[config.mk]
export PLATFORM = sky130hd
export DESIGN_NAME = relu_seq_flat
export DESIGN_NICKNAME = d
export VERILOG_FILES = /design/src/rtl/relu_seq_if.sv /design/src/rtl/relu_seq.sv /design/src/flat_wrapper.sv
export SDC_FILE = /design/constraint.sdc
export NUM_CORES = 1
export LEC_CHECK = 0
export ABC_AREA = 1
export CAP_MARGIN = 10
export CORE_MARGIN = 1.5
export CORE_UTILIZATION = 49
export CTS_CLUSTER_DIAMETER = 60
export CTS_CLUSTER_SIZE = 40
export DETAILED_ROUTE_END_ITERATION = 6
export GPL_TIMING_DRIVEN = 0
export PLACE_DENSITY = 0.72
export SLEW_MARGIN = 20
export SYNTH_ARGS = -nofsm -noshare
export SYNTH_HDL_FRONTEND = slang
export SYNTH_SLANG_ARGS = --single-unit
[constraint.sdc]
create_clock -name clk -period 1.74 [get_ports clk]
set_input_delay 0.174 -clock clk [delete_from_list [all_inputs] [get_ports clk]]
set_output_delay 0.174 -clock clk [all_outputs]
set_load 0.01 [all_outputs]
[src/rtl/relu_seq_if.sv]
// Handshake bundle between the relu_seq sequencer and the accumulator / ReLU control path.
// The sequencer takes the slave side; the surrounding logic (or a bench) takes the master side.
interface relu_seq_if #(
    parameter int LANEW = 4,
    parameter int SIZEW = 16
);
    logic             req;
    logic [SIZEW-1:0] out_size;
    logic             relu_en;
    logic             grp_ready;
    logic             stall;
    logic             grp_ack;
    logic             ctrl_start;
    logic             ctrl_valid;
    logic             ctrl_stop;
    logic [LANEW-1:0] lane_sel;
    logic [SIZEW-1:0] waddr;
    logic             relu_bypass;
    logic             busy;
    logic             done;

    modport slave (
        input  req, out_size, relu_en, grp_ready, stall,
        output grp_ack, ctrl_start, ctrl_valid, ctrl_stop, lane_sel, waddr,
               relu_bypass, busy, done
    );

    modport master (
        output req, out_size, relu_en, grp_ready, stall,
        input  grp_ack, ctrl_start, ctrl_valid, ctrl_stop, lane_sel, waddr,
               relu_bypass, busy, done
    );
endinterface

[src/rtl/relu_seq.sv]
// Output-stage sequencer: serializes completed N_PE-lane accumulator groups into a
// start/valid/stop element stream for the ReLU pipeline, then drains and signals done.
module relu_seq #(
    parameter int N_PE   = 16,
    parameter int LANEW  = $clog2(N_PE),
    parameter int D_RELU = 3,
    parameter int SIZEW  = 16
) (
    input  logic      clk,
    input  logic      xrst,
    relu_seq_if.slave bus
);
    localparam int               DRW        = $clog2(D_RELU + 1);
    localparam logic [DRW-1:0]   DRAIN_LAST = DRW'(D_RELU);
    localparam logic [LANEW-1:0] LANE_LAST  = LANEW'(N_PE - 1);

    typedef enum logic [2:0] {S_IDLE, S_WAIT, S_ISSUE, S_DRAIN, S_FIN} state_t;

    state_t           r_state, w_state_nx;
    logic [SIZEW-1:0] r_size, w_size_nx;
    logic [SIZEW-1:0] r_elem, w_elem_nx;
    logic [LANEW-1:0] r_lane, w_lane_nx;
    logic [DRW-1:0]   r_drain, w_drain_nx;
    logic             r_bypass, w_bypass_nx;

    logic             w_last, w_grp_end;

    logic             w_start_p0, w_vld_p0, w_stop_p0, w_ack_p0, w_busy_p0, w_done_p0;
    logic [LANEW-1:0] w_lane_p0;
    logic [SIZEW-1:0] w_waddr_p0;

    logic             r_start_p1, r_vld_p1, r_stop_p1, r_ack_p1, r_busy_p1, r_done_p1;
    logic [LANEW-1:0] r_lane_p1;
    logic [SIZEW-1:0] r_waddr_p1;

    assign w_last    = (r_elem == r_size - SIZEW'(1));
    assign w_grp_end = w_last || (r_lane == LANE_LAST);

    always_comb begin
        w_state_nx  = r_state;
        w_size_nx   = r_size;
        w_elem_nx   = r_elem;
        w_lane_nx   = r_lane;
        w_drain_nx  = r_drain;
        w_bypass_nx = r_bypass;
        w_start_p0  = 1'b0;
        w_vld_p0    = 1'b0;
        w_stop_p0   = 1'b0;
        w_ack_p0    = 1'b0;
        w_done_p0   = 1'b0;
        w_busy_p0   = (r_state != S_IDLE);
        w_lane_p0   = r_lane_p1;
        w_waddr_p0  = r_waddr_p1;

        unique case (r_state)
            S_IDLE: begin
                if (bus.req) begin
                    w_busy_p0 = 1'b1;
                    if (bus.out_size != '0) begin
                        w_state_nx  = S_WAIT;
                        w_size_nx   = bus.out_size;
                        w_bypass_nx = !bus.relu_en;
                        w_elem_nx   = '0;
                        w_lane_nx   = '0;
                        w_start_p0  = 1'b1;
                    end else begin
                        w_state_nx = S_FIN;
                    end
                end
            end
            S_WAIT: begin
                if (bus.grp_ready) w_state_nx = S_ISSUE;
            end
            S_ISSUE: begin
                if (!bus.stall) begin
                    w_vld_p0   = 1'b1;
                    w_lane_p0  = r_lane;
                    w_waddr_p0 = r_elem;
                    w_elem_nx  = r_elem + SIZEW'(1);
                    w_lane_nx  = r_lane + LANEW'(1);
                    // A partial final group ends early, so the lane is cleared explicitly.
                    if (w_grp_end) begin
                        w_ack_p0   = 1'b1;
                        w_stop_p0  = w_last;
                        w_lane_nx  = '0;
                        w_drain_nx = '0;
                        w_state_nx = w_last ? S_DRAIN : S_WAIT;
                    end
                end
            end
            S_DRAIN: begin
                if (r_drain == DRAIN_LAST) w_state_nx = S_FIN;
                else                       w_drain_nx = r_drain + DRW'(1);
            end
            S_FIN: begin
                w_done_p0  = 1'b1;
                w_state_nx = S_IDLE;
            end
            default: w_state_nx = S_IDLE;
        endcase
    end

    // ---- p0 -> p1: state update and registered outputs ----
    always_ff @(posedge clk) begin
        if (xrst) begin
            r_state    <= S_IDLE;
            r_size     <= '0;
            r_elem     <= '0;
            r_lane     <= '0;
            r_drain    <= '0;
            r_bypass   <= 1'b0;
            r_start_p1 <= 1'b0;
            r_vld_p1   <= 1'b0;
            r_stop_p1  <= 1'b0;
            r_ack_p1   <= 1'b0;
            r_busy_p1  <= 1'b0;
            r_done_p1  <= 1'b0;
            r_lane_p1  <= '0;
            r_waddr_p1 <= '0;
        end else begin
            r_state    <= w_state_nx;
            r_size     <= w_size_nx;
            r_elem     <= w_elem_nx;
            r_lane     <= w_lane_nx;
            r_drain    <= w_drain_nx;
            r_bypass   <= w_bypass_nx;
            r_start_p1 <= w_start_p0;
            r_vld_p1   <= w_vld_p0;
            r_stop_p1  <= w_stop_p0;
            r_ack_p1   <= w_ack_p0;
            r_busy_p1  <= w_busy_p0;
            r_done_p1  <= w_done_p0;
            r_lane_p1  <= w_lane_p0;
            r_waddr_p1 <= w_waddr_p0;
        end
    end

    assign bus.ctrl_start  = r_start_p1;
    assign bus.ctrl_valid  = r_vld_p1;
    assign bus.ctrl_stop   = r_stop_p1;
    assign bus.grp_ack     = r_ack_p1;
    assign bus.lane_sel    = r_lane_p1;
    assign bus.waddr       = r_waddr_p1;
    assign bus.relu_bypass = r_bypass;
    assign bus.busy        = r_busy_p1;
    assign bus.done        = r_done_p1;
endmodule

[src/flat_wrapper.sv]
// flat-port wrapper written by rule: the top's interface ports become plain ports
module relu_seq_flat 
#(
    parameter int N_PE   = 16,
    parameter int LANEW  = $clog2(N_PE),
    parameter int D_RELU = 3,
    parameter int SIZEW  = 16
)
  (clk, xrst, bus_req, bus_out_size, bus_relu_en, bus_grp_ready, bus_stall, bus_grp_ack, bus_ctrl_start, bus_ctrl_valid, bus_ctrl_stop, bus_lane_sel, bus_waddr, bus_relu_bypass, bus_busy, bus_done);
  relu_seq_if #(.LANEW(LANEW), .SIZEW(SIZEW)) bus_i ();
  input  logic clk;
  input  logic xrst;
  input wire logic [$bits(bus_i.req)-1:0] bus_req;
  input wire logic [$bits(bus_i.out_size)-1:0] bus_out_size;
  input wire logic [$bits(bus_i.relu_en)-1:0] bus_relu_en;
  input wire logic [$bits(bus_i.grp_ready)-1:0] bus_grp_ready;
  input wire logic [$bits(bus_i.stall)-1:0] bus_stall;
  output wire logic [$bits(bus_i.grp_ack)-1:0] bus_grp_ack;
  output wire logic [$bits(bus_i.ctrl_start)-1:0] bus_ctrl_start;
  output wire logic [$bits(bus_i.ctrl_valid)-1:0] bus_ctrl_valid;
  output wire logic [$bits(bus_i.ctrl_stop)-1:0] bus_ctrl_stop;
  output wire logic [$bits(bus_i.lane_sel)-1:0] bus_lane_sel;
  output wire logic [$bits(bus_i.waddr)-1:0] bus_waddr;
  output wire logic [$bits(bus_i.relu_bypass)-1:0] bus_relu_bypass;
  output wire logic [$bits(bus_i.busy)-1:0] bus_busy;
  output wire logic [$bits(bus_i.done)-1:0] bus_done;
  assign bus_i.req = bus_req;
  assign bus_i.out_size = bus_out_size;
  assign bus_i.relu_en = bus_relu_en;
  assign bus_i.grp_ready = bus_grp_ready;
  assign bus_i.stall = bus_stall;
  assign bus_grp_ack = bus_i.grp_ack;
  assign bus_ctrl_start = bus_i.ctrl_start;
  assign bus_ctrl_valid = bus_i.ctrl_valid;
  assign bus_ctrl_stop = bus_i.ctrl_stop;
  assign bus_lane_sel = bus_i.lane_sel;
  assign bus_waddr = bus_i.waddr;
  assign bus_relu_bypass = bus_i.relu_bypass;
  assign bus_busy = bus_i.busy;
  assign bus_done = bus_i.done;
  relu_seq #(.N_PE(N_PE), .LANEW(LANEW), .D_RELU(D_RELU), .SIZEW(SIZEW)) u_core (.clk(clk), .xrst(xrst), .bus(bus_i));
endmodule
==> impl_metrics.tcl <==
set metrics [dict create \
    synth_adder_area_share 0.0141 \
    post_synth_inst_count 513 \
    power.switching_fraction 0.429 \
    synth.ff_latch_count 68 \
    power_mw 8.31 \
    overflow 0 \
    routed-via-count 3576 \
    yosysUniqueCellTypes 38 \
    wire_per_inst_um 14.3 \
    dieHeight_um 88.0 \
    finalWorstPathRequiredPeriod_ps 1870 \
    clk_root_buffer_cell "clkbuf_8" \
    synthMuxAreaShare 0 \
    final_min_period_over_clock_period 1.08 \
    violations_in_the_final_reports "setup timing" \
    worstHoldPathType "in2reg" \
    outcome "complete, but fails checks" \
    route.antenna.remaining_nets 0 \
    grt_pass1_vias 3241 \
    synth_nets 539 \
    area_delta_synth_final_pct 32.3 \
    synthesis.yosys.warnings 0 \
    grt_antenna_before_repair 0 \
    syn-cell-area_sq_um 3540 \
    initialDrtViolationCount 187 \
    cts.sink_count 68 \
    p_int_mw 4.75 \
    core_area_sq_um 6910 \
    postLayoutSetupSlackWorst_ps -133 \
    layoutNonFillerInstCount 684 \
    place_hpwl_um 6930 \
    avgSynthCellArea_sq_um 6.90 \
    final.fill_count 613 \
    gr-usage-all-layers 0.257 \
    preCtsSetupSlack_ps -519 \
    power.share.sequential 0.287 \
    layout-drive-gt1-share 0.180 \
    globalplace.congestion 0.949 \
    fin_nets 609 \
    critPathMaxFanout 7 \
    rows 30 \
    synth_top_area_share 0.384 \
    p_per_area_nw_per_um2 1770 \
    worst_setup_path_end_kind "register" \
    max_freq_mhz 534 \
    power.clock.fraction 0.213 \
    placed_cell_count 656 \
    numCtsBuffers 9 \
    share_of_the_synthesized_area_in_compound_gates_ao_oa_aoi_oai 0.153 \
    synth_top_cell_by_area "dfxtp_1" \
    drt_first_pass_iters 4 \
    rsz_0062_raised_after_global_routing "true" \
    timing.clock.skew_ps 9.14 \
    diodes 0 \
    cts-root-to-sink-buffers 2 \
    max_cap_viol_count 0 \
    tritoncts "built" \
    max_ir_drop_vdd_v 0.000741 \
    area_share_of_and_or_nand_nor_cells_after_synthesis 0.308 \
    cts.clk_slew.worst_paths_ps 80 \
    comb_power_share 0.500 \
    tightest_slew_ps 523 \
    synth_top_cells_by_area "dfxtp_1, nor2_1, nand2_1" \
    power.net_switching_mw 3.56 \
    grt_max_degree 14 \
    seq_area_frac_synth 0.384 \
    worstSkewPairLatency_ps 350 \
    fin_setup_tns_ps -927 \
    synth_xor_xnor_area_share 0.0544 \
    cp-start-kind "register" \
    synth_top_family_by_area "simple AND/OR/NAND/NOR gates" \
    wl_um 9800 \
    critical_path_arrival_ps 2120 \
    initial_core_util 0.513 \
    hold_viol 0 \
    slew_viol_final 0 \
    timing.max_slew.rel_slack 0.652 \
    reg2reg_setup_slack_ps -130 \
    timing.final.setup_violations 12 \
    static_leakage_power_nw 1.98 \
    detailed_route_vias_per_instance 5.23 \
    top_level_ports 49 \
    port_buffers 47 \
    grt_first_pass_wirelength_um 15300 \
    design.die.area_sq_um 7750 \
    cts-htree-levels 3 \
    residual_drc_count 0 \
    critPathKind "reg2reg" \
    die_width_um 88.0 \
    cp_data_required_time_ps 1980 \
]
==> Yosys cell counts <==
cell type   n
nand2_4     1
inv_2       2
a21oi_1    40
and2_1      1
a2bb2oi_1   1
o221ai_1    1
nand3_2     1
nand4_1    10
dfxtp_1    68
nor4_1      3
nor2_4      4
or2_2       2
o21ai_0    51
nand3_1    24
o2111ai_1   1
o31ai_1     1
o21ai_2     1
nor2_2      6
nor3_1      3
or2_4       1
o21bai_1    1
nand3_4     1
buf_6       2
clkbuf_1    9
buf_1       1
ha_1        4
buf_2       4
a21oi_2     1
nand3b_1    4
nor3b_1     1
a211oi_1    1
xnor2_1     9
o21ai_1     4
xor2_1     13
inv_1      58
nor2_1     89
nand2_2     8
nand2_1    81
==> repair_timing <==
action	CTS	global route
gates resized for setup	15	47
hold buffers	0	0
setup endpoints to repair	48	58
cloned	0	2
pin swaps	10	9
setup buffers	5	5
==> cell families after synthesis <==
| family | Yosys count |
|---|---|
| and+or+nand+nor | 240 |
| AOI/OAI and AO/OA | 103 |
| buffers and inverters | 76 |
| DFF | 68 |
| xor gates and xnor gates | 22 |
| adders and majority gates | 4 |
==> path summary, 6_finish.rpt <==
| path | start | end | depth (start not counted) |
|---|---|---|---|
| worst min register to register | u_core.r_lane[1] | u_core.bus.lane_sel[1] | 2 |
| worst max register to register | u_core.r_size[1] | u_core.r_state[1] | 11 |
| worst min-delay path | xrst | u_core.r_elem[0] | 2 |
| worst max-delay path | u_core.r_size[1] | u_core.r_state[1] | 11 |
==> final cells by class <==
type	count	area, sq um	share of cell area
buffer	16	87.6	0.0187
clock buffer	9	124	0.0264
clock inverter	7	146	0.0312
inverter	60	228	0.0486
multi-input combinational	369	2040	0.434
sequential	68	1380	0.295
tap	96	120	0.0256
timing repair buffer	58	557	0.119
timing repair inverter	1	7.51	0.00160
==> layout by cell type (no fill, tap or decap), types with 3 or more instances in the layout <==
| cell type | Yosys | layout |
|---|---|---|
| a21oi_1 | 40 | 38 |
| bufinv_16 | 0 | 4 |
| nor2_2 | 6 | 12 |
| o21ai_0 | 51 | 50 |
| xnor2_1 | 9 | 9 |
| nor2_1 | 89 | 79 |
| dfxtp_2 | 0 | 10 |
| dfxtp_1 | 68 | 56 |
| buf_4 | 0 | 12 |
| buf_6 | 2 | 3 |
| buf_2 | 4 | 4 |
| nand2_1 | 81 | 76 |
| xor2_1 | 13 | 13 |
| nand2_2 | 8 | 7 |
| nand3_1 | 24 | 21 |
| nand4_1 | 10 | 10 |
| nor2_4 | 4 | 8 |
| inv_2 | 2 | 4 |
| clkbuf_1 | 9 | 8 |
| nand2_4 | 1 | 7 |
| o21ai_2 | 1 | 4 |
| nand3b_1 | 4 | 4 |
| clkdlybuf4s50_1 | 0 | 47 |
| inv_1 | 58 | 55 |
| clkbuf_8 | 0 | 9 |
| ha_1 | 4 | 3 |
| nand3_2 | 1 | 4 |
==> sequential cells by signal (all words and copies together), names as in the netlist, 2 cells and up <==
| name | cells |
|---|---|
| u_core.bus.lane_sel | 4 |
| u_core.bus.waddr | 16 |
| u_core.r_drain | 2 |
| u_core.r_elem | 16 |
| u_core.r_lane | 4 |
| u_core.r_size | 16 |
| u_core.r_state | 3 |
==> through the flow <==
step                utilization  hold WS [ps]  instance area [sq um]
global route              0.679           239                   4690
floorplan                     -           264                   3560
global placement          0.601           478                   4150
finish                    0.679           228                   4690
CTS                       0.653           220                   4510
detailed placement        0.601           491                   4150
==> power by group through the flow <==
stage               registers (mW)  clock network, mW  logic [mW]
detailed placement            2.34                  0        3.53
CTS                           2.32               1.78        3.71
global placement              2.33                  0        3.46
global route                  2.42               1.86        4.63
finish                        2.38               1.77        4.15
floorplan                     2.31                  0        2.57
==> metal layers <==
layer  global-route usage  wire length [um]  vias to the layer above
met2                0.408              4570                       98
met5                    0                 0                        -
met1                0.347              4460                     1653
li1                     -                 -                     1804
met3               0.0509               532                       21
met4               0.0952               228                        0
==> worst max-delay path, cell delays in order, from the launching register on <==
cell     delay, ps
dfxtp_2        370
inv_2           60
ha_4           210
or2_4          230
a21oi_4        140
nand4_1        130
nor2_2         120
nand3_2        130
nand3_4        150
nand2_1         70
nor2_1         110
nor2_1          50
No activity file was read; power rests on OpenSTA's default activity.
